File: src/rtl/fruit_feeder.sv
// fruit_feeder: turns "N fruits of kind K" requests into N single-cycle
// fruit pulses (sel/apple/cherry) for the bowl accumulator, spaced by GAP
// idle cycles, while mirroring the bowl value in juice_exp.
//
// state | meaning
// IDLE  | waiting for a request, req_ready=1
// FEED  | issuing pulses; hold pauses issue, gap counter spaces pulses
// DONE  | one-cycle completion strobe, last pulse still visible
module fruit_feeder #(
  parameter int CNT_W      = 4,
  parameter int JUICE_W    = 3,
  parameter int JUICE_INIT = 5,
  parameter int GAP        = 0
) (
  input  logic               clk,
  input  logic               rst,
  input  logic               req_valid,
  output logic               req_ready,
  input  logic [CNT_W-1:0]   req_count,
  input  logic               req_apple,
  input  logic               hold,
  output logic               sel,
  output logic               apple,
  output logic               cherry,
  output logic               busy,
  output logic               done,
  output logic [JUICE_W-1:0] juice_exp
);

  typedef enum logic [1:0] {
    IDLE = 2'd0,
    FEED = 2'd1,
    DONE = 2'd2
  } state_t;

  localparam logic [2:0]         GAP_L  = 3'(GAP);
  localparam logic [JUICE_W-1:0] JINIT  = JUICE_W'(JUICE_INIT);

  state_t             state_q, state_d;
  logic [CNT_W-1:0]   remaining_q, remaining_d;
  logic               kind_q, kind_d;
  logic [2:0]         gap_q, gap_d;
  logic               sel_q, sel_d;
  logic               apple_q, apple_d;
  logic               cherry_q, cherry_d;
  logic [JUICE_W-1:0] juice_q, juice_d;

  // State and datapath registers with synchronous active-low reset.
  always_ff @(posedge clk) begin
    if (!rst) begin
      state_q     <= IDLE;
      remaining_q <= '0;
      kind_q      <= 1'b0;
      gap_q       <= '0;
      sel_q       <= 1'b0;
      apple_q     <= 1'b0;
      cherry_q    <= 1'b0;
      juice_q     <= JINIT;
    end else begin
      state_q     <= state_d;
      remaining_q <= remaining_d;
      kind_q      <= kind_d;
      gap_q       <= gap_d;
      sel_q       <= sel_d;
      apple_q     <= apple_d;
      cherry_q    <= cherry_d;
      juice_q     <= juice_d;
    end
  end

  // Next-state logic; pulse registers default to cleared so every
  // non-issuing edge (including DONE->IDLE) drops the pulse.
  always_comb begin
    state_d     = state_q;
    remaining_d = remaining_q;
    kind_d      = kind_q;
    gap_d       = gap_q;
    sel_d       = 1'b0;
    apple_d     = 1'b0;
    cherry_d    = 1'b0;
    juice_d     = juice_q;
    case (state_q)
      IDLE: begin
        gap_d = '0;
        if (req_valid) begin
          remaining_d = req_count;
          kind_d      = req_apple;
          state_d     = (req_count == '0) ? DONE : FEED;
        end
      end
      FEED: begin
        if (!hold && (gap_q == '0)) begin
          sel_d       = kind_q;
          apple_d     = kind_q;
          cherry_d    = ~kind_q;
          remaining_d = remaining_q - CNT_W'(1);
          juice_d     = juice_q + JUICE_W'(1);
          gap_d       = GAP_L;
          if (remaining_q == CNT_W'(1)) state_d = DONE;
        end else if (!hold) begin
          gap_d = gap_q - 3'd1;
        end
      end
      DONE: begin
        state_d = IDLE;
      end
      default: begin
        state_d = IDLE;
      end
    endcase
  end

  assign req_ready = (state_q == IDLE);
  assign busy      = (state_q != IDLE);
  assign done      = (state_q == DONE);
  assign sel       = sel_q;
  assign apple     = apple_q;
  assign cherry    = cherry_q;
  assign juice_exp = juice_q;

endmodule

File: config.mk
export PLATFORM = sky130hd
export DESIGN_NAME = fruit_feeder
export DESIGN_NICKNAME = d
export VERILOG_FILES = /design/src/rtl/fruit_feeder.sv
export SDC_FILE = /design/constraint.sdc
export NUM_CORES = 1
export LEC_CHECK = 0
export ABC_CLOCK_PERIOD_IN_PS = 4300
export CAP_MARGIN = 5
export CORE_MARGIN = 2
export CORE_UTILIZATION = 55
export CTS_BUF_LIST = sky130_fd_sc_hd__clkbuf_4
export DETAILED_ROUTE_END_ITERATION = 12
export PLACE_DENSITY = 0.95
export SLEW_MARGIN = 20
export SYNTH_ARGS = -nofsm -noshare
export SYNTH_HDL_FRONTEND = slang
export SYNTH_SLANG_ARGS = --single-unit
File: constraint.sdc
create_clock -name clk -period 4.3 [get_ports clk]
set_input_delay 0.86 -clock clk [delete_from_list [all_inputs] [get_ports clk]]
set_output_delay 0.86 -clock clk [all_outputs]
set_load 0.005 [all_outputs]
==> run_results.csv, run 1 <==
group,metric,value,unit
worst_setup_path,cp_max_fo,16,
finish,antenna_cells,0,
finish,multi_input_area,495,um^2
yosys,synth-edff-count,0,
timing,min_period_over_period,59.7,%
hold_path,hold_class,"flip-flop to flip-flop",
grt,grt_pass1_wl,2.93,mm
route,drc,0,
yosys,synth-seq-cells,15,
timing,report.final.hold_viol_count,0,
route,avgRoutedWirePerCell,13.4,um
route,drtPass1Iterations,4,
timing,relSlewSlack,65.0,%
grt,grt_max_degree,17,
yosys,ys_seq_area_share,34.7,%
finish,layout-drive-gt1-share,12.0,%
placed_design,gp_congestion,0.792,
route,drtIter0Drc,13,
yosys,synth_top_area_share,34.7,%
finish,regArea,300,um^2
grt,overflow,0,
worst_setup_path,critical_path.endpoint,"busy",
clock_network,clock_latency,290,ps
yosys,yosysUniqueCellTypes,41,
timing,clock_skew,14.6,ps
flow_run,cap_violations,0,
worst_setup_path,path_cells,"or2_1, clkdlybuf4s50_1",
worst_setup_path,worst-path-stages,2,
yosys,synthArstFlopShare,0,%
clock_network,cts-root-buf,"clkbuf_4",
placed_design,portBuffers,17,
timing,rsz0062_at_grt,"no",
timing,setup_viol,0,
worst_setup_path,regToRegStartpoint,"gap_q[0]",
finish,finalNetCount,123,
finish,final_util,70.1,%
yosys,syn_area,866,um^2
clock_network,cts_hold_buf,0,
finish,fillers,112,
pwr,power,0.345,mW
floorplan,core_area,1490,um^2
clock_network,clock_sinks,15,
floorplan,initial_core_util,58.2,%
worst_setup_path,arrival,1710,ps
clock_network,htree_num_levels,1,
placed_design,post-place-ws,1940,ps
floorplan,rows,14,
grt,grt.total_usage,20.3,%
yosys,synth_ff_type,"dfxtp_1",
timing,max_freq,390,MHz
yosys,syn-num-nets,107,
placed_design,hpwl,1.27,mm
yosys,synth_common_cells,"15 x dfxtp_1, 8 x inv_1, 8 x nand2_1, 7 x a21oi_1",
route,ant_nets,0,
clock_network,post_cts_resized,0,
route,finalWirelength,1.66,mm
clock_network,clkSlewWorstSetupHoldPaths,90,ps
finish,fin_area,1040,um^2
timing,slew_viol_final,0,
timing,tns,0,ps
worst_setup_path,ff2ff_setup_slack,2660,ps
yosys,synthTopCellsByArea,"dfxtp_1 35%, ha_1 7.2%, a21oi_1 4.0%",
worst_setup_path,slowest_delay,660,ps
worst_setup_path,worstSetupStartpoint,"state_q[1]",
grt,grt_pass1_vias,700,
worst_setup_path,crit_family,"flip-flops",
worst_setup_path,critPathCaptureType,"output pin",
yosys,syn_inst,93,
floorplan,die_x,43.7,um
worst_setup_path,r2r-end,"remaining_q[2]",
yosys,synth.avg_cell_area,9.31,um^2
clock_network,numCtsBuffers,3,
pwr,powerDensity,331,nW/um^2
floorplan,die_height,43.7,um
pwr,p_leak,0.385,nW
floorplan,io_pins,18,
yosys,synth_top_area_cell,"dfxtp_1",
clock_network,cts_buffer_depth,2,
yosys,yosysWarnings,0,
worst_setup_path,crit_slowest_cell,"dfxtp_1",
worst_setup_path,worstSetupPathType,"flip-flop to output pin",
outcome,status,"finished clean",
clock_network,cts_tree,"built",
grt,antenna_found_initial,0,
worst_setup_path,cp.required,3440,ps
clock_network,postCtsSetupRepairBufs,0,
worst_setup_path,worst_setup_path_start_kind,"flip-flop",
finish,area_growth,20.5,%
placed_design,postPlaceCellArea,1020,um^2
timing,finalCriticalPeriod,2570,ps
floorplan,die-area,1910,um^2
route,via_per_inst,5.94,
timing,tightest_slew,524,ps
pwr,ir_drop,0.000210,V
worst_setup_path,r2r_cells,6,
yosys,post-synth-top-count-cell,"dfxtp_1",
timing,fin_ws,1730,ps
route,num_vias,737,
worst_setup_path,critPathBufInv,1,
layout by cell type, fill, tap and decap left out, types with 2 or more instances in the layout:
master	n
a21oi_1	7
a2bb2oi_1	2
and3_1	2
clkbuf_4	3
clkdlybuf4s50_1	17
dfxtp_1	15
ha_1	5
inv_1	8
nand2_1	8
nor2_1	2
nor2b_1	2
nor3_1	2
nor4_1	5
o21a_1	2
o21ai_1	2
o22ai_1	2
o32ai_2	2
cell type report:
type                            instances  area share (%)
Multi-Input combinational cell         64            47.5
Sequential cell                        15            28.8
Timing Repair Buffer                   17            16.3
Inverter                                8            2.88
Clock buffer                            3            2.16
Tap cell                               16            1.92
Clock inverter                          1           0.480
cell families after synthesis:
| logic type | Yosys count | synth area share [%] |
|---|---|---|
| simple gates | 35 | 27.5 |
| buf+inv | 14 | 8.09 |
| fa+ha+maj | 5 | 7.23 |
| compound gates | 23 | 21.5 |
| flops | 15 | 34.7 |
| xor+xnor | 1 | 1.01 |
metal layers:
metal  up-vias  share of wire, %  wire length [um]  global-route usage [%]
met5         -                 0                 0                       0
met4         0              0.84                14                    3.64
met3         3               6.3               105                    7.50
met2        23                46               766                    33.2
met1       340                47               772                    25.7
li1        371                 -                 -                       -
metrics by stage:
step                std cells  hold slack [ps]
CTS                       124              467
global route              124              504
floorplan                  93              416
finish                    124              470
global placement          120              450
detailed placement        120              453
worst min path at each step:
stage                     cells after the start  slack, ps  startpoint  endpoint
final                                         1        470      kind_q    cherry
after global routing                          1        500      kind_q    cherry
after CTS                                     1        470      kind_q    cherry
after detailed placement                      1        450      kind_q    cherry
after global placement                        1        450      kind_q    cherry
after floorplan                               1        420      kind_q    cherry
flip-flops by register name, indices dropped and copies added (netlist names):
register	count
apple	1
cherry	1
gap_q	3
juice_exp	3
kind_q	1
remaining_q	4
state_q	2
power by group:
part	switching [mW]	total, mW	internal (mW)
combinational	0.0447	0.0990	0.0543
sequential	0.0161	0.166	0.150
clock	0.0452	0.0799	0.0347
Power figures use the tool's default switching activity.
==> run 2: changes to the inputs <==
ABC_CLOCK_PERIOD_IN_PS = 2100   (was 4300)
CORE_UTILIZATION = 47   (was 55)
PLACE_DENSITY = 0.87   (was 0.95)
clock period = 2.1 ns   (was 4.3 ns; I/O delays follow)
==> run 2 against run 1 <==
  * Core utilization shrank 7.7 points
  * Final cell count grew 9.7%
  * Routed wire length grew 9.7%
  * Sequential power grew 98%
  * Largest cell class unchanged
  * Die area grew 15%
  * Largest power group unchanged
  * Global-route usage shrank 0.81 points
  * Non-clock buffer count grew 3
  * Critical endpoint is now req_ready
==> run_results.csv, run 2 (synthesis results as in run 1) <==
group,metric,value,unit
outcome,status,"finished clean",
route,via_per_inst,5.66,
timing,report.final.hold_viol_count,0,
finish,mostFrequentLayoutCells,"17 x clkdlybuf4s50_1, 15 x dfxtp_1, 8 x inv_1, 8 x nand2_1, 7 x a21oi_1",
worst_setup_path,cp.required,1680,ps
worst_setup_path,arrival,1550,ps
finish,largest_register,"remaining_q",
pwr,ir_drop,0.000335,V
pwr,p_leak,0.400,nW
timing,fin_ws,128,ps
pwr,p_sw_share,31.7,%
clock_network,post_cts_resized,0,
route,drc,0,
timing,finalCriticalPeriod,1970,ps
floorplan,die_x,46.9,um
clock_network,cts_hold_buf,0,
worst_setup_path,worst_setup_path_start_kind,"flip-flop",
hold_path,hold_depth,1,
placed_design,hpwl,1.33,mm
grt,antenna_found_initial,0,
clock_network,postCtsSetupRepairBufs,0,
placed_design,dpl.cell_count,132,
worst_setup_path,worstSetupPathType,"flip-flop to output pin",
placed_design,portBuffers,17,
clock_network,cts_tree,"built",
flow_run,cap_violations,0,
clock_network,htree_num_levels,1,
route,drtPass1Iterations,4,
placed_design,gp_congestion,0.874,
clock_network,numCtsBuffers,3,
timing,max_freq,507,MHz
timing,slew_viol_final,0,
timing,whs,451,ps
timing,tightest_slew,363,ps
clock_network,cts-root-buf,"clkbuf_4",
clock_network,clkSlewWorstSetupHoldPaths,100,ps
pwr,powerDensity,674,nW/um^2
clock_network,clock_latency,300,ps
finish,finalNetCount,126,
route,drtIter0Drc,8,
pwr,switchingPower,0.230,mW
route,ant_nets,0,
pwr,pwr-share-comb,30.8,%
timing,clock_skew,5.75,ps
worst_setup_path,r2r_cells,6,
floorplan,io_pins,18,
finish,fin_area,1080,um^2
clock_network,clock_sinks,15,
grt,grt_max_degree,14,
timing,rsz0062_at_grt,"no",
finish,area_growth,24.4,%
pwr,p_seq_share,45.2,%
floorplan,initial_core_util,50.1,%
finish,layout-drive-gt1-share,14.4,%
finish,final_util,62.4,%
placed_design,postPlaceCellArea,1050,um^2
clock_network,cts_buffer_depth,2,
finish,final_common_cell,"clkdlybuf4s50_1",
route,finalWirelength,1.82,mm
floorplan,core_area,1730,um^2
pwr,p_clk_share,24.0,%
timing,relSlewSlack,75.8,%
floorplan,rows,15,
grt,overflow,0,
worst_setup_path,cp_max_fo,11,
pwr,power,0.726,mW
finish,antenna_cells,0,
finish,largest_reg_flops,4,
finish,final-instance-count-excl-fill,136,
pwr,cellInternalPower,0.496,mW
hold_path,hold_class,"flip-flop to flip-flop",
grt,grt_pass1_wl,2.97,mm
route,num_vias,770,
floorplan,die_height,46.9,um
grt,grt_pass1_vias,739,
timing,setup_viol,0,
route,avgRoutedWirePerCell,13.4,um
grt,grt.total_usage,19.5,%
floorplan,die-area,2200,um^2
timing,min_period_over_period,93.9,%
placed_design,post-place-ws,171,ps
timing,tns,0,ps
worst_setup_path,critPathCaptureType,"output pin",
run 2: path summary, 6_finish.rpt:
check | from | end | slack, ps
worst max register to register | gap_q[0] | remaining_q[0] | 420
worst min register to register | kind_q | cherry | 450
worst max-delay path | state_q[1] | req_ready | 130
worst min-delay path | kind_q | cherry | 450
run 2: worst max-delay path, stage by stage, from the launching register on:
cell and delay (ps):
dfxtp_1 400, or2_1 290, inv_1 70, clkdlybuf4s50_1 490
run 2: power by group through the flow:
stage | Combinational, mW | Sequential [mW] | Clock, mW
global route | 0.244 | 0.332 | 0.196
CTS | 0.223 | 0.328 | 0.177
floorplan | 0.154 | 0.330 | 0
global placement | 0.217 | 0.333 | 0
finish | 0.224 | 0.328 | 0.174
detailed placement | 0.222 | 0.334 | 0
run 2: cell type report:
class,count,area (um^2)
Multi-Input combinational cell,64,495
Sequential cell,15,300
Clock buffer,3,22.5
Tap cell,25,31.3
Clock inverter,1,5.00
Inverter,8,30.0
Timing Repair Buffer,20,193
Fill cell,151,649
run 2: per-layer routing:
metal  vias to the layer above  wire length (um)  track usage [%]
met1                       364               833             21.9
met4                         0                35             11.7
met5                         -                 0                0
li1                        375                 -                -
met3                         5                84             3.85
met2                        26               865             33.7
==> run 3: changes to the inputs <==
SLEW_MARGIN = unset   (was 20)
==> results of run 3 <==
The final DEF is identical to that of run 2; final timing and power are the same.
